[config.mk]
export PLATFORM = sky130hd
export DESIGN_NAME = ysquare_bidir_lane_ctrl
export DESIGN_NICKNAME = d
export VERILOG_FILES = /design/src/rtl/ysquare_bidir_lane_ctrl.sv
export SDC_FILE = /design/constraint.sdc
export NUM_CORES = 1
export LEC_CHECK = 0
export ABC_CLOCK_PERIOD_IN_PS = 1500
export CAP_MARGIN = 20
export CORE_ASPECT_RATIO = 0.9
export CORE_MARGIN = 2
export CORE_UTILIZATION = 25
export DETAILED_ROUTE_END_ITERATION = 7
export HOLD_SLACK_MARGIN = 0.06
export SYNTH_ARGS = -nofsm -noshare
export SYNTH_HDL_FRONTEND = slang
export SYNTH_SLANG_ARGS = --single-unit
[constraint.sdc]
create_clock -name clk -period 1.5 [get_ports clk]
set_input_delay 0.3 -clock clk [delete_from_list [all_inputs] [get_ports clk]]
set_output_delay 0.3 -clock clk [all_outputs]
set_load 0.005 [all_outputs]
[src/rtl/ysquare_bidir_lane_ctrl.sv]
// Per-lane bidirectional pad controller with a dead-gap turnaround FSM and a synchronised input path.
// Optional feature: define LOOPBACK_EN to add lb_en (pad_out looped back into the synchroniser).
module ysquare_bidir_lane_ctrl #(
    parameter int WIDTH       = 8,
    parameter int TURN_CYCLES = 2,
    parameter int SYNC_STAGES = 2
) (
    input  logic             clk,
    input  logic             rst,
    input  logic             cfg_valid,
    output logic             cfg_ready,
    input  logic [WIDTH-1:0] cfg_dir,
    input  logic [WIDTH-1:0] tx_data,
    input  logic [WIDTH-1:0] pad_in,
`ifdef LOOPBACK_EN
    input  logic             lb_en,
`endif
    output logic [WIDTH-1:0] pad_out,
    output logic [WIDTH-1:0] pad_oe,
    output logic [WIDTH-1:0] rx_data,
    output logic             rx_valid,
    output logic             busy
);

    typedef enum logic {ST_ACTIVE, ST_TURN} state_t;

    state_t           state_reg, state_next;
    logic [WIDTH-1:0] dir_reg, dir_next;
    logic [WIDTH-1:0] pend_reg, pend_next;
    logic [WIDTH-1:0] mask_reg, mask_next;
    logic [3:0]       cnt_reg, cnt_next;

    logic [WIDTH-1:0] oe_next, out_next;
    logic [WIDTH-1:0] pad_oe_reg, pad_out_reg;
    logic [WIDTH-1:0] sync_in, sync_out, rx_next;
    logic [WIDTH-1:0] rx_reg, rx_prev_reg;
    logic             rx_valid_reg;
    logic [WIDTH-1:0] chg;
    logic             lb_on;

`ifdef LOOPBACK_EN
    assign lb_on = lb_en;
`else
    assign lb_on = 1'b0;
`endif

    // State register
    always_ff @(posedge clk) begin
        if (rst) begin
            state_reg <= ST_ACTIVE;
            dir_reg   <= '0;
            pend_reg  <= '0;
            mask_reg  <= '0;
            cnt_reg   <= '0;
        end else begin
            state_reg <= state_next;
            dir_reg   <= dir_next;
            pend_reg  <= pend_next;
            mask_reg  <= mask_next;
            cnt_reg   <= cnt_next;
        end
    end

    assign chg = dir_reg ^ cfg_dir;

    // Next-state logic
    always_comb begin
        state_next = state_reg;
        dir_next   = dir_reg;
        pend_next  = pend_reg;
        mask_next  = mask_reg;
        cnt_next   = cnt_reg;
        case (state_reg)
            ST_ACTIVE: begin
                if (cfg_valid && (chg != '0)) begin
                    pend_next  = cfg_dir;
                    mask_next  = chg;
                    cnt_next   = 4'(TURN_CYCLES);
                    state_next = ST_TURN;
                end
            end
            default: begin
                if (cnt_reg == 4'd1) begin
                    dir_next   = pend_reg;
                    mask_next  = '0;
                    state_next = ST_ACTIVE;
                end else begin
                    cnt_next = cnt_reg - 4'd1;
                end
            end
        endcase
    end

    // Outputs are computed from the next state so a changing lane drops oe
    // on the very edge that accepts the new direction.
    always_comb begin
        cfg_ready = (state_reg == ST_ACTIVE);
        busy      = (state_reg == ST_TURN);
        out_next  = tx_data & dir_next & ~mask_next;
        oe_next   = lb_on ? '0 : (dir_next & ~mask_next);
    end

    always_ff @(posedge clk) begin
        if (rst) begin
            pad_oe_reg  <= '0;
            pad_out_reg <= '0;
        end else begin
            pad_oe_reg  <= oe_next;
            pad_out_reg <= out_next;
        end
    end

    assign pad_oe  = pad_oe_reg;
    assign pad_out = pad_out_reg;

    assign sync_in = lb_on ? pad_out_reg : pad_in;

    genvar gi;
    generate
        for (gi = 0; gi < SYNC_STAGES; gi++) begin : sync_gen
            logic [WIDTH-1:0] stage_reg;
            if (gi == 0) begin : g_first
                always_ff @(posedge clk) begin
                    if (rst) stage_reg <= '0;
                    else     stage_reg <= sync_in;
                end
            end else begin : g_rest
                always_ff @(posedge clk) begin
                    if (rst) stage_reg <= '0;
                    else     stage_reg <= sync_gen[gi-1].stage_reg;
                end
            end
        end
    endgenerate

    assign sync_out = sync_gen[SYNC_STAGES-1].stage_reg;
    assign rx_next  = lb_on ? sync_out : (sync_out & ~dir_reg);

    // rx_valid flags a change one cycle after rx_data shows it
    always_ff @(posedge clk) begin
        if (rst) begin
            rx_reg       <= '0;
            rx_prev_reg  <= '0;
            rx_valid_reg <= 1'b0;
        end else begin
            rx_reg       <= rx_next;
            rx_prev_reg  <= rx_reg;
            rx_valid_reg <= (rx_reg != rx_prev_reg);
        end
    end

    assign rx_data  = rx_reg;
    assign rx_valid = rx_valid_reg;

endmodule
# ---- Word-level counts from Yosys, hierarchy flattened
# Cells that the tools add are included.
dict set report totals {
  ff_bits 78
  input_bits 27
  output_inout_bits 27
  wordCells 40
}
dict set report classes {
  addsub 1
  eq_ne 3
  n_mux 11
  bitwise_logic 8
  reduce_logical 5
}
# op count
set op_table {}
lappend op_table {{$mux W8} 5}
lappend op_table {{$and A8 B8 Y8} 4}
lappend op_table {{$not A8 Y8} 2}
lappend op_table {{$mux W4} 3}
lappend op_table {{$ne A8 B8 Y1} 1}
lappend op_table {{$reduce_bool A8 Y1} 1}
lappend op_table {{$xor A8 B8 Y8} 1}
lappend op_table {{$eq A4 B1 Y1 const B} 1}
lappend op_table {{$reduce_and A2 Y1} 2}
lappend op_table {{$sub A4 B1 Y4 const B} 1}
lappend op_table {{$mux W1} 3}
lappend op_table {{$ne A2 B2 Y1 const B} 1}
lappend op_table {{$reduce_bool A2 Y1} 1}
lappend op_table {{$logic_and A1 B1 Y1} 1}
lappend op_table {{$not A1 Y1} 1}

# ---- Logic depth before layout (Yosys ltp)
dict set report depth {
  ltp_word 7
  mapped_depth 8
}

# ---- Worst setup path before layout
# Ideal clock, no wire load.
dict set report synth_timing {
  path_kind {register -> register}
  startpoint {register cnt_reg[1]}
  endpoint {register cnt_reg[3]}
  arrival_ns 1.513
  t_required_ns 1.433
  path_slack_ns -0.080
  path_stages_with_launch 7
  n_path_buf 0
  cell_sequence {dfxtp_1 -> inv_1 -> ha_1 -> a21o_1 -> or4_1 -> or2_1 -> a21oi_2}
}
dict set report synth_between {
  elab_chain_len 3
  word_cells_on_any_way 6
  classes_between {add/sub (1); eq/ne (2); mux (2); reduce/logical (1)}
}
# item line
set synth_rtl {}
lappend synth_rtl {{from (decl)} 31} ;# logic [3:0] cnt_reg, cnt_next;
lappend synth_rtl {{from (signal assigned)} 60} ;# cnt_reg <= cnt_next;
lappend synth_rtl {{$sub A4 B1 Y4 / $eq A4 B1 Y1 (equally long branches)} {88, 83}}
lappend synth_rtl {{$mux W4 / $ne A2 B2 Y1 (equally long branches)} -}
lappend synth_rtl {{$mux W4 / $reduce_and A2 Y1 (equally long branches)} -}
# Several ways; a longest one is shown, not always the timed one. The select of a mux whose other input is x is not followed.
# A chain may end at the register's enable or synchronous reset.

# ---- Worst setup path after layout
# Ends and elaborated chain as after synthesis.

==> reports/summary.txt <==
nets: 361
launch point of the worst path: cnt_reg[1]
Pins Over Slew Limit: 0
Largest register FFs: 16
cell area after synthesis: 0.00259 mm2
post-synthesis mux area share: 3.09%
Worst Slack Setup Final: -0.0285 ns
post-synthesis cell count: 249
VDD IR-drop max: 0.553 mV
Max Cap Viol: 0
antenna cell count: 0
Worst Hold Class: in2reg
DRC: 0
Setup Crit Path Kind: reg2reg
die width: 111 um
Placed Area: 0.00343 mm2
result of the run: complete, but fails checks
Slew @ Worst Pin: 0.524 ns
Layout Cells excl Fill: 466
first-pass GRT wire length: 9570 um
vias in the first global route: 1931
Total GRT Usage: 11.0%
Final setup violation count: 2
worst skew pair latency: 0.33 ns
PortBufs: 53
largest family of logic cells by synthesized area: simple AND/OR/NAND/NOR gates
P_leak: 1.74 nW
most common cell in the netlist: dfxtp_1
area grow syn2layout: 56.0%
First-pass DRT Iterations: 4
Core Box Area: 0.0102 mm2
Fin. Hold Viols: 0
register area share after synthesis: 60.3%
TritonCTS clock tree: built
grt ovf: 0
pin count of the biggest net entering global routing: 30
Root Buffer: clkbuf_16
Synth top cells by count: dfxtp_1 (78), nor2_1 (27), nor2b_1 (24), a21oi_1 (18), nand2_1 (17)
FF-to-FF Start: cnt_reg[1]
TNS Setup: -0.0354 ns
Distinct cells, synth: 30
gpl congestion: 0.739
number of enable flip-flop cells after synthesis: 0
Ports: 54
Synth Area in XOR/XNOR: 5.41%
ys async rst share: 0%
Synth Area in Compound Gates: 8.36%
Final Critical Period: 1.53 ns
design area: 0.00404 mm2
Longest Clk Path Bufs: 2
vias per cell: 4.22
number of CTS-inserted buffers: 9
WP data required: 1.76 ns
Worst R2R Setup Slack: -0.03 ns
share of cells above drive strength 1: 25.5%
initial antenna violation count: 0
Vias: 1968
Die Ht: 101 um
H-tree levels: 3
Post-Place Cells: 443
Initial Utilization: 25.5%
Slew HR: 65.1%
WL final: 6180 um
Primary FF master, synth: dfxtp_1
Critical Path Sink Type: register
Synth Area in Simple Gates: 19.5%
DR iter-0 viols: 37
top cells by area, synth: dfxtp_1 (60%), nor2b_1 (5.8%), nor2_1 (3.9%)
CP Max Fanout: 3
most area-hungry cell type in the Yosys netlist: dfxtp_1
crit path launch type: register
YS warnings: 0
die area: 0.0112 mm2
HPWL Detailed: 3920 um
period utilization: 102%
CTS Sinks: 78
Pwr Density: 1260 mW/mm2
Post-DRT Antenna Nets: 0
Clock Skew: 0.00496 ns
failing checks: setup timing
Avg Cell Area, Syn: 10.4 um2
clock slew at reported path FFs: 0.06 ns
Hold Startpoint: rst
critical path data arrival time: 1.79 ns
RSZ-0062 raised after global routing: true
area share of fa/ha/maj cells after synthesis: 0.966%
# rows: 35
pre-CTS setup slack: -0.497 ns
syn nets: 278
wire length per cell: 13.3 um
Max Freq: 0.654 GHz
post-synthesis register bit count: 78
Synth top area share: 60.3%
cells by family (layout without fill, tap and decap cells):
| group | count (synthesis) | after routing |
|---|---|---|
| and+or+nand+nor | 97 | 97 |
| DFF | 78 | 78 |
| AOI/OAI and AO/OA | 34 | 34 |
| xor gates and xnor gates | 16 | 16 |
| buffers and inverters | 14 | 102 |
| muxes | 8 | 8 |
| adders and majority gates | 2 | 2 |
worst max-delay path, cell delays in order, from the launching register on:
cell     delay, ns
dfxtp_2       0.33
inv_2         0.05
ha_4          0.16
a21o_1        0.16
or4_4         0.42
or2_1         0.24
a21oi_2       0.12
area by class of cell:
class / instances / area [um2]
Tap cell: 129 / 161
Clock inverter: 6 / 110
Multi-Input combinational cell: 157 / 1160
Sequential cell: 78 / 1580
Fill cell: 990 / 6120
Clock buffer: 10 / 229
Timing Repair Buffer: 83 / 788
Inverter: 3 / 11.3
repair_timing:
item,in CTS,in global routing
resized for setup,46,23
endpoints found under the setup margin,45,40
hold buffers,0,0
setup buffers,2,4
pin swaps,10,17
cloned,1,0
final timing paths:
path	endpoint	depth (start not counted)
max	cnt_reg[3]	6
min	mask_reg[6]	2
max reg2reg	cnt_reg[3]	6
min reg2reg	sync_gen[1].stage_reg[1]	1
stage by stage:
stage	util, %	hold slack, ns	power [mW]
after global placement	33.7	0.421	2.61
after global routing	39.8	0.438	5.31
after detailed placement	33.7	0.420	2.62
after floorplan	-	0.384	2.41
after CTS	38.4	0.409	5.10
final	39.8	0.431	5.10
layout by cell type (no fill, tap or decap), types with 5 or more instances in the layout:
| master | n |
|---|---|
| dfxtp_1 | 66 |
| clkdlybuf4s50_1 | 35 |
| nor2_1 | 26 |
| nor2b_1 | 24 |
| buf_4 | 22 |
| nand2_1 | 17 |
| dlygate4sd2_1 | 14 |
| dfxtp_2 | 12 |
| a21oi_1 | 9 |
| nor3b_1 | 9 |
| clkbuf_16 | 9 |
| xnor2_2 | 8 |
| a21oi_2 | 8 |
| mux2i_1 | 8 |
| xor2_1 | 8 |
| buf_6 | 6 |
| and3_1 | 5 |
where the power goes:
group          internal, mW  switching, mW  total, mW  leakage, nW
clock network          1.62          0.817       2.44        0.159
logic                 0.253          0.220      0.472        0.938
registers              2.15         0.0394       2.19        0.642
total                  4.03           1.08       5.10         1.74
metal layers:
layer | vias up | global-route usage (%) | routed length [um]
met5 | - | 0 | 0
met2 | 54 | 18.7 | 3080
met3 | 6 | 4.27 | 308
met1 | 921 | 13.0 | 2710
met4 | 0 | 3.13 | 68
li1 | 987 | - | -
(Power assumes the default switching activity.)
==> RTL edit 1: new RTL, same settings <==
Add an input register stage for `cfg_valid` and `cfg_dir`; this delays them by one clock. The other inputs are not delayed to match.
--- a/src/rtl/ysquare_bidir_lane_ctrl.sv
+++ b/src/rtl/ysquare_bidir_lane_ctrl.sv
@@ -23,6 +23,14 @@
 );
 
     typedef enum logic {ST_ACTIVE, ST_TURN} state_t;
+
+    logic cfg_valid_q;
+    logic [WIDTH-1:0] cfg_dir_q;
+
+    always_ff @(posedge clk) begin
+        cfg_valid_q <= cfg_valid;
+        cfg_dir_q   <= cfg_dir;
+    end
 
     state_t           state_reg, state_next;
     logic [WIDTH-1:0] dir_reg, dir_next;
@@ -61,7 +69,7 @@
         end
     end
 
-    assign chg = dir_reg ^ cfg_dir;
+    assign chg = dir_reg ^ cfg_dir_q;
 
     // Next-state logic
     always_comb begin
@@ -72,8 +80,8 @@
         cnt_next   = cnt_reg;
         case (state_reg)
             ST_ACTIVE: begin
-                if (cfg_valid && (chg != '0)) begin
-                    pend_next  = cfg_dir;
+                if (cfg_valid_q && (chg != '0)) begin
+                    pend_next  = cfg_dir_q;
                     mask_next  = chg;
                     cnt_next   = 4'(TURN_CYCLES);
                     state_next = ST_TURN;
Behaviour: not the same (a bounded check fails within 4 cycles, from zero or initial values and one cycle with rst high).
==> RTL edit 1 against the original RTL <==
- the flow still finishes with violations (negative setup slack)
- synthesized area rose by 7.0%
- count of clock-buffer cells in the layout rose by 1
- routed wire length rose by 0.11%
- design area rose by 1.0%
- sequential cell count rose by 9
- critical path depth did not move
- setup slack got worse by 0.030 ns
- power fell by 2.5%
- largest cell class unchanged
==> RTL edit 1: results (changes against the original RTL) <==
Logic synthesis
  • Synthesized area per cell: 10.7 um^2 (+3.2%)
  • Synth Net Count: 287 (+3.2%)
  • Area contributors post-synth: dfxtp_1 (63%), nor2b_1 (5.4%), nor2_1 (3.7%)
  • Commonest cells in the synthesized netlist: dfxtp_1 (87), nor2_1 (27), nor2b_1 (24), a21oi_1 (18), nand2_1 (17)
  • Seq/Total Area, Yosys: 62.9% (+2.6 points)

Cells and area
  • Synth-to-layout area growth: 47.3%
  • Sequential fraction of total cell area: 43.1% (+4.1 points)
  • Clock buffers and inverters, area share: 6.99% (-1.4 points)
  • Inverters: 3 (unchanged)
  • CLK BUF: 11 (+1)
  • Buffer share of cell area: 18.3% (-1.2 points)
  • Fraction of area in multi-input gates: 27.3% (-1.5 points)
  • Buffers, non-clock: 80 (-3.6%)
  • FILL cells: 1,094 (+11%)
  • Share of layout cells above drive strength 1: 23.9% (-1.6 points)
  • NumNets Final: 367 (+1.7%)
  • Seq cells: 87 (+12%)

Placed design
  • Worst slack, placed: -0.0937 ns (+0.404 ns)
  • DP HPWL: 4.12 mm (+5.1%)
  • Placer Congestion: 0.737 (-0.35%)
  • Placed Instance Area: 3580 um^2 (+4.5%)

GRT
  • GRT Overall Usage: 11.1% (+0.063 points)
  • Global-route wire length before repair: 9.98 mm (+4.3%)
  • Vias in the first global route: 2,000 (+3.6%)
  • Pin count of the biggest net entering global routing: 35 (+17%)

Timing
  • Worst Tran Pin Value: 0.643 ns (+0.119 ns)
  • # setup viols final: 5 (+3)
  • Final worst slack: -0.0589 ns (-0.0304 ns)
  • Clock skew: 0.00574 ns (+0.000777 ns)
  • Fin Setup TNS: -0.0738 ns (-0.0384 ns)

Worst hold path
  • WHS Path Cells: 1 (-1)
  • Hold_sp: cfg_dir[1]
  • Worst hold endpoint: cfg_dir_q[1]

Run status
  • Status: finished with violations
  • Violated checks: negative setup slack

Routing
  • Drt initial violations: 72 (+95%)
  • Total routed wirelength: 6.18 mm (+0.11%)
  • Vias per cell: 4.09 (-3.1%)

Critical path
  • Largest delay share family, worst path: simple AND/OR/NAND/NOR gates
  • CP Launch Point: cnt_reg[1]
  • Slowest stage delay, CP: 0.42 ns (about the same)
  • Critical path arrival: 1.83 ns (+0.04 ns)

Clock tree
  • Clock transition at path regs: 0.06 ns (about the same)
  • Clock root buffer: clkbuf_16
  • Worst-Skew Late Latency: 0.34 ns

Power and ir drop
  • LEAKAGE: 1.80 nW (+3.4%)
  • Peak supply drop: 665 uV (+20%)
RTL edit 1: changes by cell type in the layout (fill, tap and decap cells not counted), sizes merged:
cell / change
buf: -3
bufinv: -3
clkbuf: +1
clkdlybuf4s50: +4
clkinv: +1
clkinvlp: +1
dfxtp: +9
dlygate4sd2: -7
dlymetal6s2s: +3
RTL edit 1: worst max path at each step:
stage	end	cells past startpoint
after CTS	cnt_reg[3]	6
after global placement	pad_out[7]	6
after global routing	pend_reg[1]	6
after detailed placement	cnt_reg[3]	6
final	cnt_reg[3]	6
after floorplan	cnt_reg[3]	6
RTL edit 1: metrics by stage:
step,cells,hold slack (ns)
after floorplan,258,0.328
after global placement,455,0.426
after detailed placement,455,0.425
after CTS,474,0.384
after global routing,476,0.384
final,476,0.400
RTL edit 1: where the power goes:
| group | leakage [nW] | switching, W | internal (W) |
|---|---|---|---|
| Clock | 0.134 | 0.000877 | 0.00120 |
| Combinational | 0.945 | 0.000197 | 0.000240 |
| Sequential | 0.718 | 0.0000497 | 0.00240 |
RTL edit 1: repair_timing:
action / in CTS / in global routing
resized for setup: 36 / 22
setup endpoints to repair: 33 / 37
cloned: 1 / 0
buffers inserted: 2 / 2
pin swaps: 7 / 15
RTL edit 1: cell families after synthesis:
logic type | share of synthesized area [%]
AO/OA/AOI/OAI | 7.81
XOR/XNOR | 5.06
adder cells (fa/ha/maj) | 0.903
buffers and inverters | 2.21
flip-flops | 62.9
multiplexers | 2.89
AND/OR/NAND/NOR | 18.2
RTL edit 1: per-layer routing:
| layer | track usage (%) | part of all wire [%] | up-vias |
|---|---|---|---|
| li1 | - | - | 1006 |
| met1 | 14.4 | 48 | 885 |
| met2 | 16.0 | 45 | 50 |
| met3 | 4.84 | 6.0 | 7 |
| met4 | 4.39 | 1.0 | 0 |
| met5 | 0 | 0 | - |
==> RTL edit 2: new RTL, same settings <==
Made on the original files. Add a define of `LOOPBACK_EN`.
--- a/src/rtl/ysquare_bidir_lane_ctrl.sv
+++ b/src/rtl/ysquare_bidir_lane_ctrl.sv
@@ -1,5 +1,7 @@
 // Per-lane bidirectional pad controller with a dead-gap turnaround FSM and a synchronised input path.
 // Optional feature: define LOOPBACK_EN to add lb_en (pad_out looped back into the synchroniser).
+`define LOOPBACK_EN
+
 module ysquare_bidir_lane_ctrl #(
     parameter int WIDTH       = 8,
     parameter int TURN_CYCLES = 2,
Ports: changed (added lb_en); port bits go from 54 to 55. No check against the original RTL was run, so the function may have changed too.
==> RTL edit 2 against the original RTL <==
- the run still ends with negative setup slack left
- utilization shrank 2.6 points
- synthesized area grew 17%
- setup slack lost 0.21 ns
- routed wire length grew 16%
- combinational power grew 4.4%
- design area grew 9.9%
- critical path depth shrank 1
- clock skew grew 0.0049 ns
- hold slack lost 0.070 ns
- power shrank 4.4%
- sequential cell count is the same
- critical endpoint is now pend_reg[0]
- largest power group unchanged
==> RTL edit 2: results (changes against the original RTL) <==
Cells and area
  • CLK BUF: 12 (+2)
  • Multi-Input Combinational: 185 (+18%)
  • Area used by multi-input combinational logic: 1460 um^2 (+26%)
  • Seq cells: 78 (unchanged)

Timing
  • Clock skew: 0.00982 ns (+0.00486 ns)
  • Slew headroom: 58.0% (-7.1 points)
  • # setup viols final: 37 (+35)
  • Final worst slack: -0.241 ns (-0.213 ns)

Clock tree
  • Cts repair resizes: 35 (-24%)

Routing
  • Pre-antenna DRT Iters: 5 (+1)
  • Drt initial violations: 99 (+170%)
  • Vias per cell: 4.35 (+3.0%)
  • Routed WL per cell: 13.3 um (+0.51%)

Logic synthesis
  • Area contributors post-synth: dfxtp_1 (52%), nor2b_1 (7.4%), mux2i_1 (5.6%)
  • Synth Area in Adders: 0.825% (-0.14 points)
  • Synthesized area per cell: 10.6 um^2 (+1.9%)
  • Synth Net Count: 316 (+14%)
  • Xor/xnor share of the synthesized area: 4.91% (-0.50 points)
  • Seq/Total Area, Yosys: 51.5% (-8.8 points)
  • Commonest cells in the synthesized netlist: dfxtp_1 (78), nor2b_1 (36), mux2i_1 (17), xor2_1 (17), nand2b_1 (16)

Critical path
  • Critical path arrival: 1.95 ns (+0.16 ns)
  • Slowest stage delay, CP: 0.58 ns (+0.16 ns)

Run status
  • Status: finished with violations
  • Violated checks: negative setup slack

Placed design
  • Worst slack, placed: -0.726 ns (-0.229 ns)
  • Placer Congestion: 0.784 (+6.1%)

Power and ir drop
  • Switching share of power: 21.6% (+0.45 points)
  • LEAKAGE: 1.95 nW (+12%)

GRT
  • Met2 usage: 19.1% (+0.40 points)
  • Met3 usage: 4.27% (about the same)
  • Vias in the first global route: 2,357 (+22%)
RTL edit 2: changes by cell type in the layout (fill, tap and decap cells not counted), sizes merged, moves of 11 or more:
cell	unedited run	this run
nor2	27	9
a21oi	19	5
nand2b	2	16
nand2	17	4
nor2b	24	36
a31oi	4	15
buf	31	42
RTL edit 2: critical path, delay by kind of cell (launching register included):
kind                   cells  cell delay [ns]
AND/OR/NAND/NOR            1             0.58
multiplexers               1             0.12
AO/OA/AOI/OAI              1             0.28
buffers and inverters      1             0.17
flip-flops                 1             0.33
XOR/XNOR                   1             0.15
RTL edit 2: path summary, 6_finish.rpt:
path | startpoint | end | slack [ns] | cells after the start
setup / recovery | dir_reg[3] | pend_reg[0] | -0.24 | 5
hold / removal | rst | dir_reg[2] | 0.36 | 2
setup reg to reg | dir_reg[3] | pend_reg[0] | -0.24 | 5
hold reg to reg | sync_gen[0].stage_reg[4] | sync_gen[1].stage_reg[4] | 0.44 | 1
